## src/rtl/i_cache_dm_pkg.sv

```systemverilog
// -----------------------------------------------------------------------------
// i_cache_dm_pkg
//   Shared definitions for the direct-mapped instruction cache:
//   - FSM state encoding used by the controller and its debug print
//   - default address/index geometry and a helper that derives the tag width
// -----------------------------------------------------------------------------
package i_cache_dm_pkg;

  localparam int DEF_DATA_WIDTH   = 32;
  localparam int DEF_ADDRESS_BITS = 32;
  localparam int DEF_INDEX_BITS   = 6;

  typedef enum logic [2:0] {
    IDLE      = 3'd0,
    FILL_REQ  = 3'd1,
    FILL_WAIT = 3'd2,
    RESPOND   = 3'd3,
    FLUSH     = 3'd4
  } state_t;

  // Everything above the index field is tag.
  function automatic int tag_bits(input int address_bits, input int index_bits);
    return address_bits - index_bits;
  endfunction

endpackage

```

## src/rtl/i_cache_dm_array.sv

```systemverilog
// -----------------------------------------------------------------------------
// i_cache_dm_array
//   Line storage for the direct-mapped cache: one data word, one tag and one
//   valid bit per line.
//   Ports:
//     clock, reset               clock / async active-high reset (valid bits only)
//     rd_index -> rd_data,
//                 rd_tag,
//                 rd_valid       combinational read port
//     wr_en, wr_index,
//     wr_data, wr_tag            fill port: writes data+tag and sets valid
//     inv_en, inv_index          clears a single valid bit
// -----------------------------------------------------------------------------
module i_cache_dm_array #(
  parameter int DATA_WIDTH = 32,
  parameter int TAG_BITS   = 26,
  parameter int INDEX_BITS = 6
) (
  input  logic                  clock,
  input  logic                  reset,
  input  logic [INDEX_BITS-1:0] rd_index,
  output logic [DATA_WIDTH-1:0] rd_data,
  output logic [TAG_BITS-1:0]   rd_tag,
  output logic                  rd_valid,
  input  logic                  wr_en,
  input  logic [INDEX_BITS-1:0] wr_index,
  input  logic [DATA_WIDTH-1:0] wr_data,
  input  logic [TAG_BITS-1:0]   wr_tag,
  input  logic                  inv_en,
  input  logic [INDEX_BITS-1:0] inv_index
);

  localparam int LINES = 1 << INDEX_BITS;

  logic [DATA_WIDTH-1:0] data_mem [LINES];
  logic [TAG_BITS-1:0]   tag_mem  [LINES];
  logic [LINES-1:0]      valid_q;

  // NOTE: data/tag arrays carry no reset so they map onto plain RAM; the
  // valid bits alone decide whether their contents mean anything.
  always_ff @(posedge clock) begin
    if (wr_en) begin
      data_mem[wr_index] <= wr_data;
      tag_mem[wr_index]  <= wr_tag;
    end
  end

  // Fill and invalidate never coincide (different FSM states); invalidate
  // is written last so it would win regardless.
  always_ff @(posedge clock or posedge reset) begin
    if (reset) begin
      valid_q <= '0;
    end else begin
      if (wr_en)  valid_q[wr_index]  <= 1'b1;
      if (inv_en) valid_q[inv_index] <= 1'b0;
    end
  end

  assign rd_data  = data_mem[rd_index];
  assign rd_tag   = tag_mem[rd_index];
  assign rd_valid = valid_q[rd_index];

endmodule

```

## src/rtl/i_cache_dm.sv

```systemverilog
// -----------------------------------------------------------------------------
// i_cache_dm
//   Direct-mapped, read-only instruction cache, one word per line. Sits
//   transparently between the fetch port (i_mem_*) and backing memory (mem_*).
//   Hits answer on the next cycle; misses fill one word from memory. A flush
//   sweeps the valid bits one line per cycle.
//   Ports:
//     clock, reset                 clock / async active-high reset
//     i_mem_read, i_mem_address_in fetch request (accepted when i_mem_ready)
//     i_mem_data_out,
//     i_mem_address_out,
//     i_mem_valid                  one-cycle response per accepted request
//     i_mem_ready                  IDLE and no flush requested
//     mem_read, mem_address_in     backing-memory request (held until mem_ready)
//     mem_data_out,
//     mem_address_out, mem_valid   backing-memory response
//     mem_ready                    backing memory accepts the request
//     flush                        level-sampled invalidate-all
//     scan                         per-cycle debug print (simulation only)
//   Optional (macro ICACHE_STATS_EN): hit_count / miss_count saturating
//   counters, cleared by reset and at the start of every flush sweep.
// -----------------------------------------------------------------------------
module i_cache_dm
  import i_cache_dm_pkg::*;
#(
  parameter int DATA_WIDTH      = DEF_DATA_WIDTH,
  parameter int ADDRESS_BITS    = DEF_ADDRESS_BITS,
  parameter int INDEX_BITS      = DEF_INDEX_BITS,
  parameter int SCAN_CYCLES_MIN = 0,
  parameter int SCAN_CYCLES_MAX = 1000
) (
  input  logic                    clock,
  input  logic                    reset,
  input  logic                    i_mem_read,
  input  logic [ADDRESS_BITS-1:0] i_mem_address_in,
  output logic [DATA_WIDTH-1:0]   i_mem_data_out,
  output logic [ADDRESS_BITS-1:0] i_mem_address_out,
  output logic                    i_mem_valid,
  output logic                    i_mem_ready,
  output logic                    mem_read,
  output logic [ADDRESS_BITS-1:0] mem_address_in,
  input  logic [DATA_WIDTH-1:0]   mem_data_out,
  input  logic [ADDRESS_BITS-1:0] mem_address_out,
  input  logic                    mem_valid,
  input  logic                    mem_ready,
  input  logic                    flush,
  input  logic                    scan
`ifdef ICACHE_STATS_EN
  ,
  output logic [31:0]             hit_count,
  output logic [31:0]             miss_count
`endif
);

  localparam int TAG_BITS = tag_bits(ADDRESS_BITS, INDEX_BITS);

  state_t                  state;
  logic [ADDRESS_BITS-1:0] req_addr;
  logic [INDEX_BITS-1:0]   flush_idx;
  logic                    flush_pending;
  logic [31:0]             cycle_count;

  logic [DATA_WIDTH-1:0]   rd_data;
  logic [TAG_BITS-1:0]     rd_tag;
  logic                    rd_valid;
  logic                    hit;
  logic                    accept;
  logic                    fill_match;
  logic                    flush_start;

  i_cache_dm_array #(
    .DATA_WIDTH (DATA_WIDTH),
    .TAG_BITS   (TAG_BITS),
    .INDEX_BITS (INDEX_BITS)
  ) u_array (
    .clock     (clock),
    .reset     (reset),
    .rd_index  (i_mem_address_in[INDEX_BITS-1:0]),
    .rd_data   (rd_data),
    .rd_tag    (rd_tag),
    .rd_valid  (rd_valid),
    .wr_en     (state == FILL_WAIT && fill_match),
    .wr_index  (req_addr[INDEX_BITS-1:0]),
    .wr_data   (mem_data_out),
    .wr_tag    (req_addr[ADDRESS_BITS-1:INDEX_BITS]),
    .inv_en    (state == FLUSH),
    .inv_index (flush_idx)
  );

  assign hit         = rd_valid && (rd_tag == i_mem_address_in[ADDRESS_BITS-1:INDEX_BITS]);
  // Ready is combinational on flush so a same-cycle flush blocks acceptance;
  // gating with reset keeps every output low while reset is held.
  assign i_mem_ready = !reset && (state == IDLE) && !flush;
  assign accept      = i_mem_read && i_mem_ready;
  // Responses for any other address (e.g. one issued before a reset) are dropped.
  assign fill_match  = mem_valid && (mem_address_out == req_addr);
  assign flush_start = (state == IDLE && flush) ||
                       (state == RESPOND && (flush_pending || flush));

  // NOTE: all sequential state uses non-blocking assignments so every flop
  // samples pre-edge values regardless of statement order.
  always_ff @(posedge clock or posedge reset) begin
    if (reset) begin
      state             <= IDLE;
      req_addr          <= '0;
      flush_idx         <= '0;
      flush_pending     <= 1'b0;
      i_mem_valid       <= 1'b0;
      i_mem_data_out    <= '0;
      i_mem_address_out <= '0;
      mem_read          <= 1'b0;
      mem_address_in    <= '0;
    end else begin
      i_mem_valid <= 1'b0;
      case (state)
        IDLE: begin
          if (flush) begin
            state <= FLUSH;
          end else if (accept) begin
            if (hit) begin
              i_mem_valid       <= 1'b1;
              i_mem_data_out    <= rd_data;
              i_mem_address_out <= i_mem_address_in;
            end else begin
              req_addr       <= i_mem_address_in;
              mem_read       <= 1'b1;
              mem_address_in <= i_mem_address_in;
              state          <= FILL_REQ;
            end
          end
        end
        FILL_REQ: begin
          if (flush) flush_pending <= 1'b1;
          if (mem_ready) begin
            mem_read <= 1'b0;
            state    <= FILL_WAIT;
          end
        end
        FILL_WAIT: begin
          if (flush) flush_pending <= 1'b1;
          if (fill_match) begin
            i_mem_valid       <= 1'b1;
            i_mem_data_out    <= mem_data_out;
            i_mem_address_out <= req_addr;
            state             <= RESPOND;
          end
        end
        RESPOND: begin
          flush_pending <= 1'b0;
          state         <= (flush_pending || flush) ? FLUSH : IDLE;
        end
        FLUSH: begin
          flush_idx <= flush_idx + 1'b1;  // wraps back to 0 on the last line
          if (flush_idx == '1) state <= IDLE;
        end
        default: state <= IDLE;
      endcase
    end
  end

  always_ff @(posedge clock or posedge reset) begin
    if (reset) cycle_count <= '0;
    else       cycle_count <= cycle_count + 32'd1;
  end

`ifdef ICACHE_STATS_EN
  always_ff @(posedge clock or posedge reset) begin
    if (reset) begin
      hit_count  <= '0;
      miss_count <= '0;
    end else if (flush_start) begin
      hit_count  <= '0;
      miss_count <= '0;
    end else if (accept) begin
      if (hit && hit_count != 32'hFFFF_FFFF)        hit_count  <= hit_count + 32'd1;
      else if (!hit && miss_count != 32'hFFFF_FFFF) miss_count <= miss_count + 32'd1;
    end
  end
`endif

`ifndef SYNTHESIS
  // Window test done as an offset compare so it behaves with a wrapping counter.
  always @(posedge clock) begin
    if (!reset && scan &&
        (cycle_count - 32'(SCAN_CYCLES_MIN)) <= 32'(SCAN_CYCLES_MAX - SCAN_CYCLES_MIN)) begin
`ifdef ICACHE_STATS_EN
      $display("[i_cache_dm] cyc=%0d state=%s addr=%h hit=%b flush_idx=%0d hits=%0d misses=%0d flush_start=%b",
               cycle_count, state.name(), i_mem_address_in, hit, flush_idx,
               hit_count, miss_count, flush_start);
`else
      $display("[i_cache_dm] cyc=%0d state=%s addr=%h hit=%b flush_idx=%0d flush_start=%b",
               cycle_count, state.name(), i_mem_address_in, hit, flush_idx, flush_start);
`endif
    end
  end
`endif

endmodule

```

## config.mk

```make
export PLATFORM = sky130hd
export DESIGN_NAME = i_cache_dm
export DESIGN_NICKNAME = d
export VERILOG_FILES = /design/src/rtl/i_cache_dm_pkg.sv /design/src/rtl/i_cache_dm_array.sv /design/src/rtl/i_cache_dm.sv
export SDC_FILE = /design/constraint.sdc
export NUM_CORES = 2
export LEC_CHECK = 0
export ABC_AREA = 1
export CAP_MARGIN = 20
export CORE_ASPECT_RATIO = 1.25
export CORE_UTILIZATION = 45
export DETAILED_ROUTE_END_ITERATION = 16
export PLACE_DENSITY = 0.59
export SETUP_SLACK_MARGIN = 0.5
export SYNTH_ARGS = -nofsm -noshare
export SYNTH_HDL_FRONTEND = slang
export SYNTH_SLANG_ARGS = --single-unit
```

## constraint.sdc

```tcl
create_clock -name clock -period 7.7 [get_ports clock]
set_input_delay 1.54 -clock clock [delete_from_list [all_inputs] [get_ports clock]]
set_output_delay 1.54 -clock clock [all_outputs]
set_load 0.005 [all_outputs]
```

==> flow_metrics.py <==
metrics = {
    "status": {
        "status": "finished, final reports clean",
    },
    "floorplan": {
        "dieWidth_um": 527,
        "fp.dieH_um": 658,
        "core_um2": 342000,
        "die_area_um2": 347000,
        "start_util_pct": 45.3,
        "io_pins": 202,
        "rows": 240,
    },
    "synth": {
        "synth_edf_count": 3712,
        "ys_ff_latch": 3884,
        "ys_types": 44,
        "netlist.area_leader.share_pct": 72.0,
        "synth_top_cell_by_area": "edfxtp_1",
        "syn_inst": 12400,
        "synth_area_per_cell_um2": 12.5,
        "ys.flop_type": "edfxtp_1",
        "seq_area_frac_synth_pct": 74.7,
        "ys_warn_count": 0,
        "synth.cell_area_um2": 155000,
        "synth.net_count": 12500,
        "async_reset_ff_share_pct": 4.43,
        "synth_area_leaders": "edfxtp_1 72%, nand3_1 5.7%, nand2_1 5.2%",
    },
    "finish": {
        "layoutNonFillerInstCount": 17200,
        "final_common_cell": "edfxtp_1",
        "mostFrequentLayoutCells": "3,712 x edfxtp_1, 2,161 x nand2_1, 1,748 x nand3_1, 1,340 x o21ai_0, 1,338 x nor2_1",
        "final_cell_area_um2": 175000,
        "drive_gt1_share_pct": 8.11,
        "area_growth_pct": 13.1,
        "nNetsFinal": 12500,
    },
    "critical_path": {
        "critPathArrivalTime_ns": 6.80,
        "required_ns": 8.58,
        "startpoint_type": "input pin",
        "endpoint_kind": "flop",
        "r2r_setup_slack_ns": 2.28,
        "ff2ff_path_depth": 14,
        "crit_fanout": 166,
        "worstSetupPathType": "in -> reg",
    },
    "hold_path": {
        "hp-class": "reg -> reg",
        "hold_depth": 2,
    },
    "timing": {
        "fin_setup_tns_ns": 0,
        "finalMaxSlewViolations": 0,
        "skew_ns": 0.0657,
        "post-route-period-util_pct": 76.8,
        "finalSetupViolCount": 0,
        "hold_viol": 0,
        "maxSlewHeadroom_pct": 9.02,
        "worstMarginPinSlew_ns": 1.36,
        "rsz0062_at_grt": "no",
        "period_needed_ns": 5.91,
        "fmax_mhz": 169,
    },
    "pwr": {
        "power_leakage_nw": 59.2,
        "p_total_mw": 48.2,
        "cellPowerDensity_nw_per_um2": 275,
        "peakVddDrop_mv": 0.197,
    },
    "clock_network": {
        "post_cts_resized": 0,
        "clk_pin_slew_ns": 0.06,
        "post_cts_buffers": 0,
        "clock_latency_ns": 0.98,
        "cts_buffer_depth": 4,
        "cts-htree-levels": 5,
        "cts_made_buffers": 383,
        "cts_sinks": 3884,
        "cts_tree": "built",
        "clock-root-buffer": "clkbuf_16",
        "cts-hold-fix-buffers": 0,
    },
    "placement": {
        "dp_cells": 16500,
        "port_buffers": 200,
        "dpl.hpwl_um": 259000,
        "placed_cell_area_um2": 163000,
        "gp_congestion": 0.836,
    },
    "drt": {
        "wl_per_cell_um": 29.8,
        "viasPerCell": 6.19,
        "drc": 0,
        "num_vias": 107000,
        "drt_iter0_drc": 15800,
        "postRouteAntennaNets": 0,
        "first_pass_iters": 6,
        "wirelength_um": 514000,
    },
    "global_routing": {
        "grtUsageMet1_pct": 38.8,
        "grt_use_met2_pct": 46.7,
        "gr-max-usage-layer": "met2",
        "grt_use_met3_pct": 5.05,
        "grt_max_degree": 232,
        "grt_use_total_pct": 28.9,
        "grt_pass1_wl_um": 723000,
        "antenna_found_initial": 30,
        "grt_pass1_vias": 101000,
        "overflow": 0,
    },
    "flow_run": {
        "maxCapViolations": 0,
    },
}
[power breakdown]
part / internal (mW) / switching, mW / leakage [nW]
sequential: 24.6 / 0.217 / 35.8
clock: 10.8 / 8.05 / 6.11
combinational: 0.959 / 3.59 / 17.2
[logic make-up (layout without fill, tap and decap cells)]
kind of cell	count (synthesis)	count (layout)	share of synthesized area [%]
AO/OA/AOI/OAI	2152	2152	7.89
AND/OR/NAND/NOR	5336	5336	14.4
other	0	9	0
flip-flops	3884	3884	74.7
XOR/XNOR	20	20	0.113
buffers and inverters	962	1350	2.87
adder cells (fa/ha/maj)	1	1	0.00808
[worst paths after layout]
check / startpoint / endpoint
max: i_mem_address_in[0] / i_mem_data_out[29]
min: mem_read / mem_read
max reg2reg: req_addr[21] / u_array.data_mem[50][0]
min reg2reg: mem_read / mem_read
max in group asynchronous: reset / i_mem_data_out[9]
min in group asynchronous: reset / i_mem_address_out[21]
[critical path, stage by stage]
cell     delay, ns
buf_16        0.38
inv_16        0.25
buf_12        0.52
nand2_1       0.09
nand3_1       0.06
nand3_1       0.12
nand3_1       0.11
nand3_1       0.15
nand3_1       0.29
nand2_1       0.15
nand2_1       0.06
nand2_1       0.17
nand2_1       0.08
nor2_1        0.41
nand2_1       0.17
nor2_1        0.43
nand3_4       0.14
nand2_4       0.51
buf_4         0.32
nand3_1       0.13
nand2_1       0.10
[area by class of cell]
class	instances	area, um^2
clock buffers	474	10200
inverters	99	432
flip-flops and latches	3884	116000
repair buffers	545	5610
well taps	4477	5600
multi-input cells	7509	35200
clock inverters	232	2310
fillers	28500	167000
diodes	9	22.5
[through the flow]
stage / utilization (%) / hold WS [ns] / worst slack [ns]
after floorplan: - / 0.464 / 1.50
after global placement: 47.5 / 0.478 / 1.26
after detailed placement: 47.5 / 0.473 / 1.21
after CTS: 51.2 / 0.488 / 2.20
after global routing: 51.2 / 0.517 / 1.90
final: 51.2 / 0.492 / 1.79
[state kept, by name, summed over array words and instances, names as in the netlist]
| signal | count |
|---|---|
| state | 3 |
| mem_read | 1 |
| u_array.valid_q | 64 |
| i_mem_address_out | 32 |
| flush_idx | 6 |
| u_array.tag_mem | 1664 |
| flush_pending | 1 |
| i_mem_valid | 1 |
| u_array.data_mem | 2048 |
| req_addr | 32 |
| i_mem_data_out | 32 |
[synth_stat cells (64+ instances only)]
cell type	instances
buf_2	363
buf_4	71
clkbuf_1	362
dfrtp_1	172
edfxtp_1	3712
inv_1	94
nand2_1	2165
nand3_1	1749
nor2_1	1402
o21ai_0	1340
o221ai_1	107
o22a_1	64
o22ai_1	480
[layer usage]
| metal | wire, um | vias to the layer above |
|---|---|---|
| met3 | 54200 | 1164 |
| li1 | - | 45300 |
| met2 | 241000 | 6478 |
| met5 | 13 | - |
| met4 | 23000 | 2 |
| met1 | 196000 | 53700 |
Note: power is estimated with default switching activity, not from simulation.
